[src/rtl/pipe_stage_reg.sv]
// Pipeline stage register with valid/ready handshakes on both sides and a
// saturating back-pressure counter.
// Optional feature: define PIPE_SKID_EN to add a second (skid) entry.
// With the skid entry, in_ready comes straight from a flop. Without it, a
// single entry is held and in_ready = !out_valid || out_ready.
module pipe_stage_reg #(
  parameter int unsigned DATA_W = 64,
  parameter int unsigned CTRL_W = 8,
  parameter int unsigned CNT_W  = 16
) (
  input  logic              clk,
  input  logic              rst_n,
  input  logic              flush,
  input  logic              in_valid,
  output logic              in_ready,
  input  logic [DATA_W-1:0] in_data,
  input  logic [CTRL_W-1:0] in_ctrl,
  output logic              out_valid,
  input  logic              out_ready,
  output logic [DATA_W-1:0] out_data,
  output logic [CTRL_W-1:0] out_ctrl,
  output logic [CNT_W-1:0]  stall_cnt
);

  typedef enum logic [1:0] {
    EMPTY = 2'b00,
    ONE   = 2'b01,
    TWO   = 2'b10
  } state_e;

  state_e            state_q, state_d;
  logic [DATA_W-1:0] data_q, data_d;
  logic [CTRL_W-1:0] ctrl_q, ctrl_d;
  logic [CNT_W-1:0]  stall_q, stall_d;
  logic              rdy_q;
  logic              vld;
  logic              enq;
  logic              deq;

`ifdef PIPE_SKID_EN
  logic [DATA_W-1:0] skid_data_q, skid_data_d;
  logic [CTRL_W-1:0] skid_ctrl_q, skid_ctrl_d;

  // Undefined encodings present nothing, i.e. behave as EMPTY.
  assign vld      = (state_q == ONE) || (state_q == TWO);
  assign in_ready = rdy_q;
`else
  assign vld      = (state_q == ONE);
  // rdy_q keeps in_ready low during reset and until the first edge after it.
  assign in_ready = rdy_q && (!vld || out_ready);
`endif

  assign enq       = in_valid && in_ready;
  assign deq       = vld && out_ready;
  assign out_valid = vld;
  assign out_data  = data_q;
  assign out_ctrl  = vld ? ctrl_q : '0;
  assign stall_cnt = stall_q;

  // Occupancy transitions, payload steering and stall counting.
  always_comb begin
    state_d = state_q;
    data_d  = data_q;
    ctrl_d  = ctrl_q;
`ifdef PIPE_SKID_EN
    skid_data_d = skid_data_q;
    skid_ctrl_d = skid_ctrl_q;
`endif
    case (state_q)
      ONE: begin
        if (enq && deq) begin
          data_d = in_data;
          ctrl_d = in_ctrl;
        end else if (enq) begin
`ifdef PIPE_SKID_EN
          // Output is blocked: park the new entry in the skid slot.
          state_d     = TWO;
          skid_data_d = in_data;
          skid_ctrl_d = in_ctrl;
`endif
        end else if (deq) begin
          state_d = EMPTY;
          ctrl_d  = '0;
        end
      end
`ifdef PIPE_SKID_EN
      TWO: begin
        // in_ready is low here, so only a dequeue can happen.
        if (deq) begin
          state_d = ONE;
          data_d  = skid_data_q;
          ctrl_d  = skid_ctrl_q;
        end
      end
`endif
      default: begin
        if (enq) begin
          state_d = ONE;
          data_d  = in_data;
          ctrl_d  = in_ctrl;
        end else begin
          state_d = EMPTY;
          ctrl_d  = '0;
        end
      end
    endcase
    if (flush) begin
      state_d = EMPTY;
      ctrl_d  = '0;
    end
    stall_d = stall_q;
    if (vld && !out_ready && (stall_q != '1)) begin
      stall_d = stall_q + CNT_W'(1);
    end
  end

  // State registers with asynchronous active-low reset.
  always_ff @(posedge clk or negedge rst_n) begin
    if (!rst_n) begin
      state_q <= EMPTY;
      data_q  <= '0;
      ctrl_q  <= '0;
      stall_q <= '0;
      rdy_q   <= 1'b0;
`ifdef PIPE_SKID_EN
      skid_data_q <= '0;
      skid_ctrl_q <= '0;
`endif
    end else begin
      state_q <= state_d;
      data_q  <= data_d;
      ctrl_q  <= ctrl_d;
      stall_q <= stall_d;
`ifdef PIPE_SKID_EN
      skid_data_q <= skid_data_d;
      skid_ctrl_q <= skid_ctrl_d;
      rdy_q       <= (state_d != TWO);
`else
      rdy_q       <= 1'b1;
`endif
    end
  end

endmodule

[config.mk]
export PLATFORM = sky130hd
export DESIGN_NAME = pipe_stage_reg
export DESIGN_NICKNAME = d
export VERILOG_FILES = /design/src/rtl/pipe_stage_reg.sv
export SDC_FILE = /design/constraint.sdc
export NUM_CORES = 1
export LEC_CHECK = 0
export CORE_AREA = 2 2 102 104
export CTS_CLUSTER_DIAMETER = 60
export DETAILED_ROUTE_END_ITERATION = 16
export DIE_AREA = 0 0 104 106
export GPL_TIMING_DRIVEN = 0
export MAX_ROUTING_LAYER = met4
export PLACE_DENSITY = 0.73
export RECOVER_POWER = 50
export SLEW_MARGIN = 40
export SYNTH_ARGS = -nofsm -noshare
export SYNTH_HDL_FRONTEND = slang
export SYNTH_SLANG_ARGS = --single-unit
export TNS_END_PERCENT = 30
[constraint.sdc]
create_clock -name clk -period 1.7 [get_ports clk]
set_input_delay 0.255 -clock clk [delete_from_list [all_inputs] [get_ports clk]]
set_output_delay 0.255 -clock clk [all_outputs]
set_load 0.01 [all_outputs]
==> flow_summary.yaml, run 1 <==
sta:
  hold_viol_final: 0
  slew_headroom_pct: 27.6
  timing.hold.ws_ns: 0.501
  finClkSkew_ns: 0.0129
  finalSetupTns_ns: -0.152
  layout_setup_ws_ns: -0.0715
  worst_pin_slew_ns: 1.09
  rsz0062_at_grt: "true"
  min_period_ns: 1.77
  setup_viol: 4
  timing.fmax_ghz: 0.564
  drv_slew: 0
  min_period_over_period_pct: 104
logic_synthesis:
  async_reset_ff_share_pct: 100
  synth_largest_type_area_fraction_pct: 62.7
  synth_edf_count: 0
  synth_nets: 320
  synth_top_area_cell: "dfrtp_1"
  yosysWarningCount: 0
  synth-main-ff-cell: "dfrtp_1"
  synth.distinct_cells: 34
  synth_area_leaders: "dfrtp_1, mux2_2, a22o_1, and2_1, nand4_1"
  synth.top_cells.by_count: "dfrtp_1, mux2_2, and2_1"
  synthCells: 242
  postSynthAreaPerCell_sq_um: 14.8
  synth-seq-cells: 90
  synth.cell_area_sq_mm: 0.00359
  synth_seq_area_share_pct: 62.7
  yosysMostFrequentCell: "dfrtp_1"
final_layout:
  n_antenna_cell: 0
  nets: 513
  fill_cells: 852
  layout-drive-gt1-share_pct: 30.7
  fin_area_sq_mm: 0.00589
  syn2layout_area_growth_pct: 64.0
power_and_ir_drop:
  peakVddDrop_mv: 0.513
  power_density_mw_per_mm2: 992
  p_leak_nw: 2.54
cts:
  clockBufferDepth: 2
  clock_sink_count: 90
  insertion_delay_ns: 0.35
  cts_made_buffers: 9
  tritoncts: "built"
  root_buffer: "clkbuf_8"
  htree_num_levels: 3
  clkTransAtPathRegs_ns: 0.09
route:
  dr.pass1.iters: 4
  drc_errors: 0
  top_layer: "met4"
  wl_met1_mm: 3.72
  avgViaCountPerCell: 4.78
  drt-initial-drc-count: 61
  routed-wl-met3_um: 602
  dr_wl_met2_mm: 4.30
  wl_mm: 8.75
  vias: 2754
  wl_per_cell_um: 15.2
  drtAntennaViolNets: 0
floorplanning:
  die_y_um: 106
  start_util_pct: 35.9
  dieArea_sq_mm: 0.0110
  die_width_um: 104
  row_count: 37
  io_pins: 167
  core_area_sq_mm: 0.0100
critical_path:
  required_ns: 1.94
  crit_type: "reg2reg"
  crit_fanout: 4
  cp-start-kind: "register"
  endpoint_kind: "register"
  worst_ep_arrival_time_ns: 2.01
worst_hold_path:
  hold_path.class: "reg2reg"
status:
  violations: "setup timing"
  outcome: "finished with violations"
global_routing:
  grt_max_degree: 50
  grtUsageTotal_pct: 16.4
  grt_pass1_wl_mm: 14.0
  grt_overflow_total: 0
  grt_pass1_vias: 2882
  antenna_found_initial: 0
place:
  gp_congestion: 0.775
  numPortBuffers: 166
  dp_hpwl_mm: 6.33
  place_area_sq_mm: 0.00545
run:
  drv_cap: 0
-- power by group --
group          switching [W]  leakage (nW)  internal, W
Clock               0.000747         0.120     0.000917
Combinational       0.000569          1.34     0.000980
Sequential          0.000182          1.08      0.00245
Total                0.00150          2.54      0.00434
-- state kept, by name, summed over array words and instances (netlist names) --
signal	flops
stall_cnt	16
rdy_q	1
ctrl_q	8
out_data	64
state_q	1
-- cell type report --
type	count	area (sq um)	area share, %
well taps	136	170	2.89
inverters	2	7.51	0.127
multi-input cells	141	1370	23.2
flip-flops and latches	90	2260	38.5
clock buffers	11	151	2.57
clock inverters	5	86.3	1.47
repair buffers	182	1780	30.2
plain buffers	9	65.1	1.10
-- kinds of logic (layout without fill, tap and decap cells) --
kind of cell	count (synthesis)	in the layout	synth area share, %
adder cells (fa/ha/maj)	1	1	0.348
multiplexers	67	67	21.0
buffers and inverters	11	209	1.43
AND/OR/NAND/NOR	47	47	8.85
XOR/XNOR	9	9	2.20
flip-flops	90	90	62.7
other	1	1	0.104
AO/OA/AOI/OAI	16	16	3.35
-- what timing repair did --
item                                    CTS  global route
hold buffers                              1             0
setup buffers                             2            12
pin swaps                                 0             6
gates resized for setup                  32            24
hold endpoints to repair                 41             0
endpoints found under the setup margin   58            61
-- through the flow --
step	worst slack [ns]	total power [W]	util [%]	std cells
floorplan	-0.0535	0.00318	-	242
global placement	-3.29	0.00410	54.3	544
detailed placement	-0.500	0.00413	54.5	545
CTS	-0.0845	0.00588	57.3	564
global route	-0.162	0.00616	58.9	576
finish	-0.0715	0.00584	58.9	576
-- per-layer routing --
| metal | up-vias | track usage, % |
|---|---|---|
| met4 | 0 | 5.79 |
| met5 | - | - |
| met2 | 110 | 25.6 |
| li1 | 1261 | - |
| met3 | 10 | 4.66 |
| met1 | 1373 | 20.7 |
-- critical path, cell delays in order (launching register included) --
cell     delay, ns
dfrtp_2       0.42
ha_4          0.17
nand4_1       0.13
or4_4         0.57
nand2_4       0.09
mux2_4        0.29
-- worst paths after layout --
path / startpoint / endpoint / slack (ns) / cells past startpoint
min in group asynchronous: rst_n / stall_cnt[2]$_DFFE_PN0P_ / 0.64 / 2
worst max register to register: stall_cnt[0]$_DFFE_PN0P_ / stall_cnt[1]$_DFFE_PN0P_ / -0.07 / 5
max in group asynchronous: rst_n / stall_cnt[5]$_DFFE_PN0P_ / 0.27 / 3
worst max-delay path: stall_cnt[0]$_DFFE_PN0P_ / stall_cnt[1]$_DFFE_PN0P_ / -0.07 / 5
worst min register to register: out_data[33]$_DFFE_PN0P_ / out_data[33]$_DFFE_PN0P_ / 0.50 / 1
worst min-delay path: out_data[33]$_DFFE_PN0P_ / out_data[33]$_DFFE_PN0P_ / 0.50 / 1
-- layout by cell type (no fill, tap or decap), types with 4 or more instances in the layout --
cell type / count
clkdlybuf4s50_1: 123
a22o_1: 8
buf_2: 6
buf_4: 17
dfrtp_1: 80
nand3_1: 6
mux2_2: 65
and2_1: 9
xnor2_1: 5
dfrtp_2: 10
dlygate4sd3_1: 33
nand4_1: 7
xor2_1: 4
clkbuf_8: 11
dlygate4sd2_1: 6
Note: power is estimated with default switching activity, not from simulation.
==> run 2: changes to the inputs <==
--- a/config.mk
+++ b/config.mk
@@ -5,13 +5,13 @@
 export SDC_FILE = /design/constraint.sdc
 export NUM_CORES = 1
 export LEC_CHECK = 0
-export CORE_AREA = 2 2 102 104
+export CORE_AREA = 2 2 87 122
 export CTS_CLUSTER_DIAMETER = 60
 export DETAILED_ROUTE_END_ITERATION = 16
-export DIE_AREA = 0 0 104 106
-export GPL_TIMING_DRIVEN = 0
+export DIE_AREA = 0 0 89 124
+export HOLD_SLACK_MARGIN = 0.06
 export MAX_ROUTING_LAYER = met4
-export PLACE_DENSITY = 0.73
+export PLACE_DENSITY = 0.72
 export RECOVER_POWER = 50
 export SLEW_MARGIN = 40
 export SYNTH_ARGS = -nofsm -noshare
==> flow_summary.yaml, run 2 (synthesis results as in run 1) <==
floorplanning:
  die_y_um: 124
  row_count: 43
  start_util_pct: 36.3
  dieArea_sq_mm: 0.0110
  io_pins: 167
  die_width_um: 89
  core_area_sq_mm: 0.00990
power_and_ir_drop:
  switching_share_pct: 25.1
  p_leak_nw: 2.60
  power_density_mw_per_mm2: 1000
  p_sw_w: 0.00149
  p_int_w: 0.00444
  peakVddDrop_mv: 0.653
  p_clk_share_pct: 29.8
  p_seq_share_pct: 44.0
  comb_power_share_pct: 26.3
route:
  wl_per_cell_um: 15.2
  dr.pass1.iters: 4
  drc_errors: 0
  wl_mm: 8.84
  drt-initial-drc-count: 121
  drtAntennaViolNets: 0
  vias: 2724
  avgViaCountPerCell: 4.67
place:
  dp_hpwl_mm: 6.87
  gp_congestion: 0.772
  place_area_sq_mm: 0.00568
  dpl_worst_slack_ns: -0.255
  dpl.cell_count: 567
  numPortBuffers: 166
final_layout:
  final_common_cell: "clkdlybuf4s50_1"
  fin_area_sq_mm: 0.00591
  final_cell_mix: "clkdlybuf4s50_1, dfrtp_1, mux2_2"
  seqCellArea_sq_mm: 0.00226
  largest_reg_flops: 64
  n_antenna_cell: 0
  syn2layout_area_growth_pct: 64.7
  fill_cells: 836
  nets: 523
  fin_cells: 583
  multi_input_area_sq_mm: 0.00132
  layout-drive-gt1-share_pct: 28.6
run:
  drv_cap: 0
critical_path:
  r2r_end: "stall_cnt[1]$_DFFE_PN0P_"
  required_ns: 1.44
  crit_type: "reg2out"
  cp-start-kind: "register"
  crit_fanout: 8
  r2r-start: "stall_cnt[0]$_DFFE_PN0P_"
  reg2reg_depth: 5
  worst_ep_arrival_time_ns: 1.38
  endpoint_kind: "output port"
  r2r_slack_ns: 0.07
global_routing:
  grt_max_degree: 39
  antenna_found_initial: 0
  grt_overflow_total: 0
  grt_pass1_wl_mm: 13.9
  grtUsageTotal_pct: 16.9
  grt_pass1_vias: 2976
worst_hold_path:
  hold_path.class: "in2async"
sta:
  drv_slew: 0
  setup_viol: 0
  min_period_ns: 1.64
  rsz0062_at_grt: "false"
  layout_setup_ws_ns: 0.0642
  hold_viol_final: 0
  finClkSkew_ns: 0.00417
  timing.fmax_ghz: 0.611
  timing.hold.ws_ns: 0.334
  finalSetupTns_ns: 0
  worst_pin_slew_ns: 0.547
  slew_headroom_pct: 63.4
  min_period_over_period_pct: 96.2
cts:
  insertion_delay_ns: 0.32
  root_buffer: "clkbuf_16"
  clock_sink_count: 90
  htree_num_levels: 3
  clkTransAtPathRegs_ns: 0.06
  clockBufferDepth: 2
  cts_made_buffers: 9
  tritoncts: "built"
status:
  outcome: "completed"
## run 2: cell types whose count changed in the layout (fill, tap and decap cells not counted), moves of 6 or more
| cell | previous run | this run |
|---|---|---|
| clkbuf_8 | 11 | 1 |
| clkdlybuf4s50_1 | 123 | 150 |
| dfrtp_2 | 10 | 3 |
| buf_4 | 17 | 26 |
| dlygate4sd3_1 | 33 | 5 |
| buf_2 | 6 | 0 |
| clkbuf_16 | 0 | 9 |
| dfrtp_1 | 80 | 87 |
## run 2: worst max path at each step
stage	slack, ns	to	from	depth (start not counted)
floorplan	-0.05	stall_cnt[1]$_DFFE_PN0P_	stall_cnt[1]$_DFFE_PN0P_	5
global placement	-0.24	in_ready	out_ready	4
detailed placement	-0.25	in_ready	out_ready	4
CTS	0.03	stall_cnt[1]$_DFFE_PN0P_	stall_cnt[1]$_DFFE_PN0P_	5
global route	0.001	stall_cnt[1]$_DFFE_PN0P_	stall_cnt[1]$_DFFE_PN0P_	5
finish	0.06	stall_cnt[12]	stall_cnt[12]$_DFFE_PN0P_	2
## run 2: per-stage QoR
step           power, W  utilization, %
6_report        0.00592            59.7
5_1_grt         0.00622            59.7
4_1_cts         0.00602            60.1
3_5_place_dp    0.00423            57.3
3_3_place_gp    0.00419            57.3
2_1_floorplan   0.00318               -
## run 2: power groups by stage
stage / clock [W] / combinational, W / sequential [W]
2_1_floorplan: 0 / 0.000385 / 0.00280
3_3_place_gp: 0 / 0.00156 / 0.00263
3_5_place_dp: 0 / 0.00159 / 0.00265
4_1_cts: 0.00182 / 0.00159 / 0.00261
5_1_grt: 0.00190 / 0.00168 / 0.00264
6_report: 0.00176 / 0.00156 / 0.00260
## run 2: per-layer routing
metal,GRT usage (%),wire length [um],vias up
li1,-,-,1278
met1,18.3,3310,1343
met2,30.0,4910,96
met3,4.57,537,7
met4,5.32,80,0
met5,-,0,-
## run 2: area by class of cell
cell class	instances	area share, %
well taps	135	2.86
multi-input cells	141	22.3
clock buffers	11	4.11
inverters	2	0.127
flip-flops and latches	90	38.2
repair buffers	201	32.2
clock inverters	3	0.296
## run 2: repair_timing
action | 4_1_cts | 5_1_grt
buffers inserted | 1 | 0
hold buffers | 1 | 0
gates resized for setup | 14 | 6
cloned | 0 | 0
hold endpoints to repair | 16 | 0
setup endpoints to repair | 11 | 4
## run 2: worst max-delay path: stages (launching register included)
cell	delay, ns
dfrtp_1	0.36
buf_4	0.15
clkdlybuf4s50_1	0.54
